[src/rtl/enemy_sprite_engine.sv]
// -----------------------------------------------------------------------------
// enemy_sprite_engine
//
// Holds N_ENEMY enemy slots (active, x, y). Each frame the active enemies fall
// by `speed` lines. Any enemy that reaches the bottom of the screen is retired,
// and pass_pulse reports the retirement. For every raster position the engine
// finds the lowest-index enemy covering the pixel. It looks up that enemy's
// sprite texel in a shared ROM through a two-stage pipeline.
//
// Optional feature: define ENEMY_COLLISION_EN to add the player ports and a
// sticky player/enemy collision flag.
//
// Ports
//   clk, rst_n             pixel clock, asynchronous active-low reset
//   hcount, vcount         raster position from the VGA timing block
//   speed                  lines per frame added to each active enemy's y
//   spawn_valid/ready/x    spawn handshake; x is the lane of the new enemy
//   rom_addr / rom_data    shared sprite ROM (data valid 1 cycle after addr)
//   pix_valid / pix_data   enemy pixel to the mixer (data 0 when not valid)
//   active                 slot occupancy
//   pass_pulse             one-cycle pulse when enemies leave the screen
//   player_x, player_y     player box origin          (ENEMY_COLLISION_EN)
//   collision              sticky, cleared on frame_tick (ENEMY_COLLISION_EN)
// -----------------------------------------------------------------------------
module enemy_sprite_engine #(
    parameter int N_ENEMY = 4,
    parameter int SPR_W   = 32,
    parameter int SPR_H   = 64,
    parameter int SCR_H   = 480,
    parameter int SCR_W   = 640,
    parameter int ADDR_W  = 11
) (
    input  logic                clk,
    input  logic                rst_n,
    input  logic [9:0]          hcount,
    input  logic [9:0]          vcount,
    input  logic [3:0]          speed,
    input  logic                spawn_valid,
    output logic                spawn_ready,
    input  logic [9:0]          spawn_x,
    output logic [ADDR_W-1:0]   rom_addr,
    input  logic [2:0]          rom_data,
    output logic                pix_valid,
    output logic [2:0]          pix_data,
    output logic [N_ENEMY-1:0]  active,
    output logic                pass_pulse
`ifdef ENEMY_COLLISION_EN
    ,
    input  logic [9:0]          player_x,
    input  logic [9:0]          player_y,
    output logic                collision
`endif
);

    localparam int          SW_LOG = $clog2(SPR_W);
    localparam logic [10:0] SPR_W11 = 11'(SPR_W);
    localparam logic [10:0] SPR_H11 = 11'(SPR_H);
    localparam logic [10:0] SCR_H11 = 11'(SCR_H);
    localparam logic [10:0] SCR_W11 = 11'(SCR_W);

    if (SPR_W * SPR_H > (1 << ADDR_W)) begin : g_rom_too_small
        $error("enemy_sprite_engine: SPR_W*SPR_H exceeds the ROM address space");
    end

    // -------------------------------------------------------------------------
    // State
    // -------------------------------------------------------------------------
    logic [N_ENEMY-1:0] active_q, active_d;
    logic [9:0]         x_q [N_ENEMY];
    logic [9:0]         x_d [N_ENEMY];
    logic [9:0]         y_q [N_ENEMY];
    logic [9:0]         y_d [N_ENEMY];
    logic               pass_pulse_q, pass_pulse_d;
    logic [ADDR_W-1:0]  rom_addr_q, rom_addr_d;
    logic               hit_q, hit_d;
    logic               pix_valid_q, pix_valid_d;
    logic [2:0]         pix_data_q, pix_data_d;

    // -------------------------------------------------------------------------
    // Raster decode
    // -------------------------------------------------------------------------
    logic [10:0] hc11, vc11;
    logic        frame_tick;
    logic        in_screen;

    assign hc11       = {1'b0, hcount};
    assign vc11       = {1'b0, vcount};
    assign frame_tick = (hcount == 10'd0) && (vc11 == SCR_H11);
    assign in_screen  = (hc11 < SCR_W11) && (vc11 < SCR_H11);

    // -------------------------------------------------------------------------
    // Per-slot hit test, texel address and frame-update arithmetic
    // -------------------------------------------------------------------------
    logic [N_ENEMY-1:0] slot_hit;
    logic [N_ENEMY-1:0] slot_exit;
    logic [ADDR_W-1:0]  slot_addr [N_ENEMY];
    logic [10:0]        y_sum     [N_ENEMY];
`ifdef ENEMY_COLLISION_EN
    logic [N_ENEMY-1:0] slot_ovl;
`endif

    genvar gi;
    generate
        for (gi = 0; gi < N_ENEMY; gi++) begin : g_slot
            logic [10:0] ex, ey, dx, dy;
            assign ex = {1'b0, x_q[gi]};
            assign ey = {1'b0, y_q[gi]};
            assign dx = hc11 - ex;
            assign dy = vc11 - ey;

            // 11-bit bounds: a sprite near the right/bottom edge never wraps
            // back to column/line 0.
            assign slot_hit[gi] = active_q[gi] && in_screen
                               && (hc11 >= ex) && (hc11 < ex + SPR_W11)
                               && (vc11 >= ey) && (vc11 < ey + SPR_H11);

            // SPR_W is a power of two, so the row stride is a shift.
            assign slot_addr[gi] = (ADDR_W'(dy) << SW_LOG) + ADDR_W'(dx);

            assign y_sum[gi]     = ey + {7'b0, speed};
            assign slot_exit[gi] = active_q[gi] && (y_sum[gi] >= SCR_H11);

`ifdef ENEMY_COLLISION_EN
            logic [10:0] px, py;
            assign px = {1'b0, player_x};
            assign py = {1'b0, player_y};
            // Boxes that only touch along an edge do not collide.
            assign slot_ovl[gi] = active_q[gi]
                               && (ex < px + SPR_W11) && (px < ex + SPR_W11)
                               && (ey < py + SPR_H11) && (py < ey + SPR_H11);
`endif
        end
    endgenerate

    // -------------------------------------------------------------------------
    // Spawn: lowest free slot; never accepted on the frame_tick cycle so a
    // spawn and a frame update cannot touch the same slot together.
    // -------------------------------------------------------------------------
    logic [N_ENEMY-1:0] spawn_sel;
    logic               spawn_fire;

    always_comb begin
        logic taken;
        spawn_sel = '0;
        taken     = 1'b0;
        for (int i = 0; i < N_ENEMY; i++) begin
            if (!active_q[i] && !taken) begin
                spawn_sel[i] = 1'b1;
                taken        = 1'b1;
            end
        end
    end

    assign spawn_ready = (~&active_q) && !frame_tick;
    assign spawn_fire  = spawn_valid && spawn_ready;

    // -------------------------------------------------------------------------
    // Slot next state
    // -------------------------------------------------------------------------
    always_comb begin
        active_d     = active_q;
        x_d          = x_q;
        y_d          = y_q;
        pass_pulse_d = frame_tick && (|slot_exit);
        for (int i = 0; i < N_ENEMY; i++) begin
            if (frame_tick && active_q[i]) begin
                if (slot_exit[i]) begin
                    active_d[i] = 1'b0;
                    y_d[i]      = 10'd0;
                end else begin
                    y_d[i] = y_sum[i][9:0];
                end
            end else if (spawn_fire && spawn_sel[i]) begin
                active_d[i] = 1'b1;
                x_d[i]      = spawn_x;
                y_d[i]      = 10'd0;
            end
        end
    end

    // -------------------------------------------------------------------------
    // Pixel pipeline. Stage 1 registers the winner's texel address; the ROM
    // answers combinationally within the next cycle; stage 2 registers the
    // pixel. Scanning downward leaves the lowest-index hit as the winner.
    // -------------------------------------------------------------------------
    always_comb begin
        logic [ADDR_W-1:0] win_addr;
        win_addr = rom_addr_q;
        for (int i = N_ENEMY - 1; i >= 0; i--) begin
            if (slot_hit[i]) begin
                win_addr = slot_addr[i];
            end
        end
        hit_d       = |slot_hit;
        rom_addr_d  = win_addr;
        pix_valid_d = hit_q && (rom_data != 3'b000);
        pix_data_d  = pix_valid_d ? rom_data : 3'b000;
    end

`ifdef ENEMY_COLLISION_EN
    logic collision_q, collision_d;

    // A set in the same cycle as frame_tick wins over the clear.
    always_comb begin
        collision_d = collision_q;
        if (|slot_ovl) begin
            collision_d = 1'b1;
        end else if (frame_tick) begin
            collision_d = 1'b0;
        end
    end
`endif

    // -------------------------------------------------------------------------
    // Registers
    // -------------------------------------------------------------------------
    always_ff @(posedge clk or negedge rst_n) begin
        if (!rst_n) begin
            active_q     <= '0;
            pass_pulse_q <= 1'b0;
            rom_addr_q   <= '0;
            hit_q        <= 1'b0;
            pix_valid_q  <= 1'b0;
            pix_data_q   <= 3'b000;
            for (int i = 0; i < N_ENEMY; i++) begin
                x_q[i] <= 10'd0;
                y_q[i] <= 10'd0;
            end
        end else begin
            active_q     <= active_d;
            pass_pulse_q <= pass_pulse_d;
            rom_addr_q   <= rom_addr_d;
            hit_q        <= hit_d;
            pix_valid_q  <= pix_valid_d;
            pix_data_q   <= pix_data_d;
            for (int i = 0; i < N_ENEMY; i++) begin
                x_q[i] <= x_d[i];
                y_q[i] <= y_d[i];
            end
        end
    end

`ifdef ENEMY_COLLISION_EN
    always_ff @(posedge clk or negedge rst_n) begin
        if (!rst_n) begin
            collision_q <= 1'b0;
        end else begin
            collision_q <= collision_d;
        end
    end

    assign collision = collision_q;
`endif

    assign active     = active_q;
    assign pass_pulse = pass_pulse_q;
    assign rom_addr   = rom_addr_q;
    assign pix_valid  = pix_valid_q;
    assign pix_data   = pix_data_q;

endmodule

[config.mk]
export PLATFORM = sky130hd
export DESIGN_NAME = enemy_sprite_engine
export DESIGN_NICKNAME = d
export VERILOG_FILES = /design/src/rtl/enemy_sprite_engine.sv
export SDC_FILE = /design/constraint.sdc
export NUM_CORES = 1
export LEC_CHECK = 0
export ABC_AREA = 0
export CAP_MARGIN = 20
export CORE_UTILIZATION = 45
export CTS_CLUSTER_DIAMETER = 200
export DETAILED_ROUTE_END_ITERATION = 16
export HOLD_SLACK_MARGIN = 0.06
export PLACE_DENSITY = 0.67
export SYNTH_ARGS = -nofsm -noshare
export SYNTH_HDL_FRONTEND = slang
export SYNTH_SLANG_ARGS = --single-unit
export TNS_END_PERCENT = 50
[constraint.sdc]
create_clock -name clk -period 8.93 [get_ports clk]
set_input_delay 1.786 -clock clk [delete_from_list [all_inputs] [get_ports clk]]
set_output_delay 1.786 -clock clk [all_outputs]
set_load 0.005 [all_outputs]
==> metrics <==
Post-synth EDFFs 0; Ys Warns 0; clock root buffer master clkbuf_16; post-CTS resize count 0; PwrDens 134 mW/mm2; total grt overflow 0; slew margin rel. 0.392; H-Tree Depth 3; Leakage 5.61 nW; worst path required time slightly above 7 ns; met1 WL 14,100 um; CTS buffer count 9; Final Util 0.510; Fillers 2,334; ys flop type dfrtp_1; input/output buffers 60; final worst path period need between 5 and 6 ns; hold_buf cts 0; status complete, no violations; worst endpoint data arrival time ~4.2 ns; Final Net Count 1,556; deepest clock path buffer count 2; die extent in x 160 um; Clk network pwr share 0.248; top layer in use met4; sequential area share after synthesis 0.226; met2 wire length 14,300 um; Post-Syn Area per Cell 9.05 um2; final setup TNS 0 ns; Power Total 1.66 mW; final hold violations 0; Setup Fix Bufs, Post-CTS 0; antenna violations before repair 0; Synth top area share 0.226; most frequent cell after synthesis ha_1; async set-reset flop share out of synthesis 1.00; Clock Latency Late Sink 0.36 ns; ant diodes 0; initial core utilization 0.459; Clock Pin Slew Worst Setup and Hold Paths 0.07 ns; unrepaired setup endpoints after global routing no; met3 WL 964 um; Global Route Usage Sum 0.246; most area-consuming cells after synthesis dfrtp_1 23%, ha_1 20%, fa_1 8.6%; max cap viols 0; Area Growth Syn to Fin 10.9%; Max Slew Vio Count 0; drt first pass iters 5; worst min path class reg -> reg; die area 0.0255 mm2; # IOs between 60 and 70; power share of the combinational group 0.430; Initial DRC Count 546; Max FO, Critical Path 9; Syn Std Cell Area 0.0112 mm2; Yosys cell types 66; largest net degree at the start of global routing 59; P_sw just under 600 uW; Post-Syn Nets 1,504; #FFs+latches synth 101; routed via count 9,148; GPL Wtd Cong 0.908; Setup crit start kind input pin; CTS tree done; # DRC 0; post-route ant nets 0; Setup crit end kind primary output; share of cells above drive strength 1 0.0564; FMAX 169 MHz; first-pass GRT wire length slightly below 50,000 um; DIE HEIGHT 160 um; worst-margin pin slew 0.913 ns; crit path kind in -> out; vias in the first global route 9,068; Post-synth top cells 178 x ha_1, 157 x inv_1, 101 x dfrtp_1; maximum vdd drop ~110 uV; final setup vio count 0; Num Clock Sinks about 100; Net Sw Frac 0.358; routed len/inst 18.7 um; synthesized instance count 1,238; P_int approximately 1.1 mW; part of the power in registers 0.322; final period utilization 0.664; Post-DP HPWL 24,600 um; core area approximately 0.024 mm2; via density per instance 5.65; Worst Skew roughly 0.011 ns; FP Rows 57; final wirelength 30,200 um; cell taking the most area after synthesis dfrtp_1
-- through the flow --
step	worst slack (ns)	hold slack, ns	cells	area [um2]
global route	2.80	0.537	1618	12400
CTS	3.00	0.511	1618	12400
detailed placement	2.93	0.495	1603	12100
floorplan	4.25	0.472	1238	11200
global placement	2.97	0.489	1603	12100
finish	3.00	0.507	1618	12400
-- registers in the layout, indices dropped and copies added (netlist names) --
| name | flops |
|---|---|
| pix_valid | 1 |
| hit_q | 1 |
| pix_data | 3 |
| active | 4 |
| g_slot.ex | 40 |
| g_slot.ey | 40 |
| rom_addr | 11 |
| pass_pulse | 1 |
-- cells in the final DEF (no fill, tap or decap), types with 9 or more instances in the layout --
master,instances
ha_1,178
inv_1,157
dfrtp_1,101
a21oi_1,74
nand2_1,71
nor2_1,69
clkdlybuf4s50_1,59
xnor2_1,54
o21ai_0,52
fa_1,48
mux2_2,41
nand3_1,35
a31oi_1,27
nor3_1,21
a21o_1,19
o21a_1,19
mux2i_1,19
nor2b_1,18
xor2_1,16
o211ai_1,15
nand2b_1,12
and2_1,11
nand3b_1,10
a21boi_0,9
or2_2,9
a211oi_1,9
clkbuf_16,9
-- per-layer routing --
layer | global-route usage | vias to the layer above
met5 | 0 | -
met1 | 0.331 | 4382
li1 | - | 4513
met2 | 0.413 | 207
met3 | 0.0252 | 46
met4 | 0.0797 | 0
-- layout make-up --
cell class / instances / area [um2] / area share
well taps: 324 / 405 / 0.0326
inverters: 157 / 589 / 0.0474
clock inverters: 5 / 60.1 / 0.00483
multi-input cells: 958 / 7990 / 0.643
repair buffers: 63 / 621 / 0.0499
flip-flops and latches: 101 / 2530 / 0.203
clock buffers: 10 / 239 / 0.0192
-- path summary, 6_finish.rpt --
check / start / to / slack [ns] / cells past startpoint
setup / recovery: hcount[3] / spawn_ready / 3.00 / 7
hold / removal: g_slot[3].ex[9]$_DFFE_PN0P_ / g_slot[3].ex[9]$_DFFE_PN0P_ / 0.51 / 1
setup reg to reg: g_slot[1].ey[6]$_DFFE_PN0P_ / rom_addr[1]$_DFFE_PN0P_ / 4.95 / 10
hold reg to reg: g_slot[3].ex[9]$_DFFE_PN0P_ / g_slot[3].ex[9]$_DFFE_PN0P_ / 0.51 / 1
max in group asynchronous: rst_n / g_slot[1].ey[0]$_DFFE_PN0P_ / 6.30 / 2
min in group asynchronous: rst_n / g_slot[0].ex[3]$_DFFE_PN0P_ / 1.42 / 1
-- cells by family after synthesis --
| group | synth area share |
|---|---|
| muxes | 0.0582 |
| xor gates and xnor gates | 0.0547 |
| buffers and inverters | 0.0615 |
| DFF | 0.226 |
| adders and majority gates | 0.285 |
| AOI/OAI and AO/OA | 0.187 |
| and+or+nand+nor | 0.129 |
-- worst max-delay path, cell delays in order --
cell and delay, ns:
clkdlybuf4s50_1 0.59, nor4_1 0.64, nand2_1 0.17, nor3_1 0.23, buf_4 0.20, a21oi_1 0.06
clkdlybuf4s50_1 0.46
-- power groups by stage --
stage                     Sequential, mW  Combinational, mW  Clock [mW]
after floorplan                    0.534              0.479           0
after global placement             0.544              0.698           0
after detailed placement           0.545              0.706           0
after CTS                          0.536              0.713       0.422
after global routing               0.540              0.798       0.436
final                              0.535              0.714       0.411
Note: power is estimated with default switching activity, not from simulation.
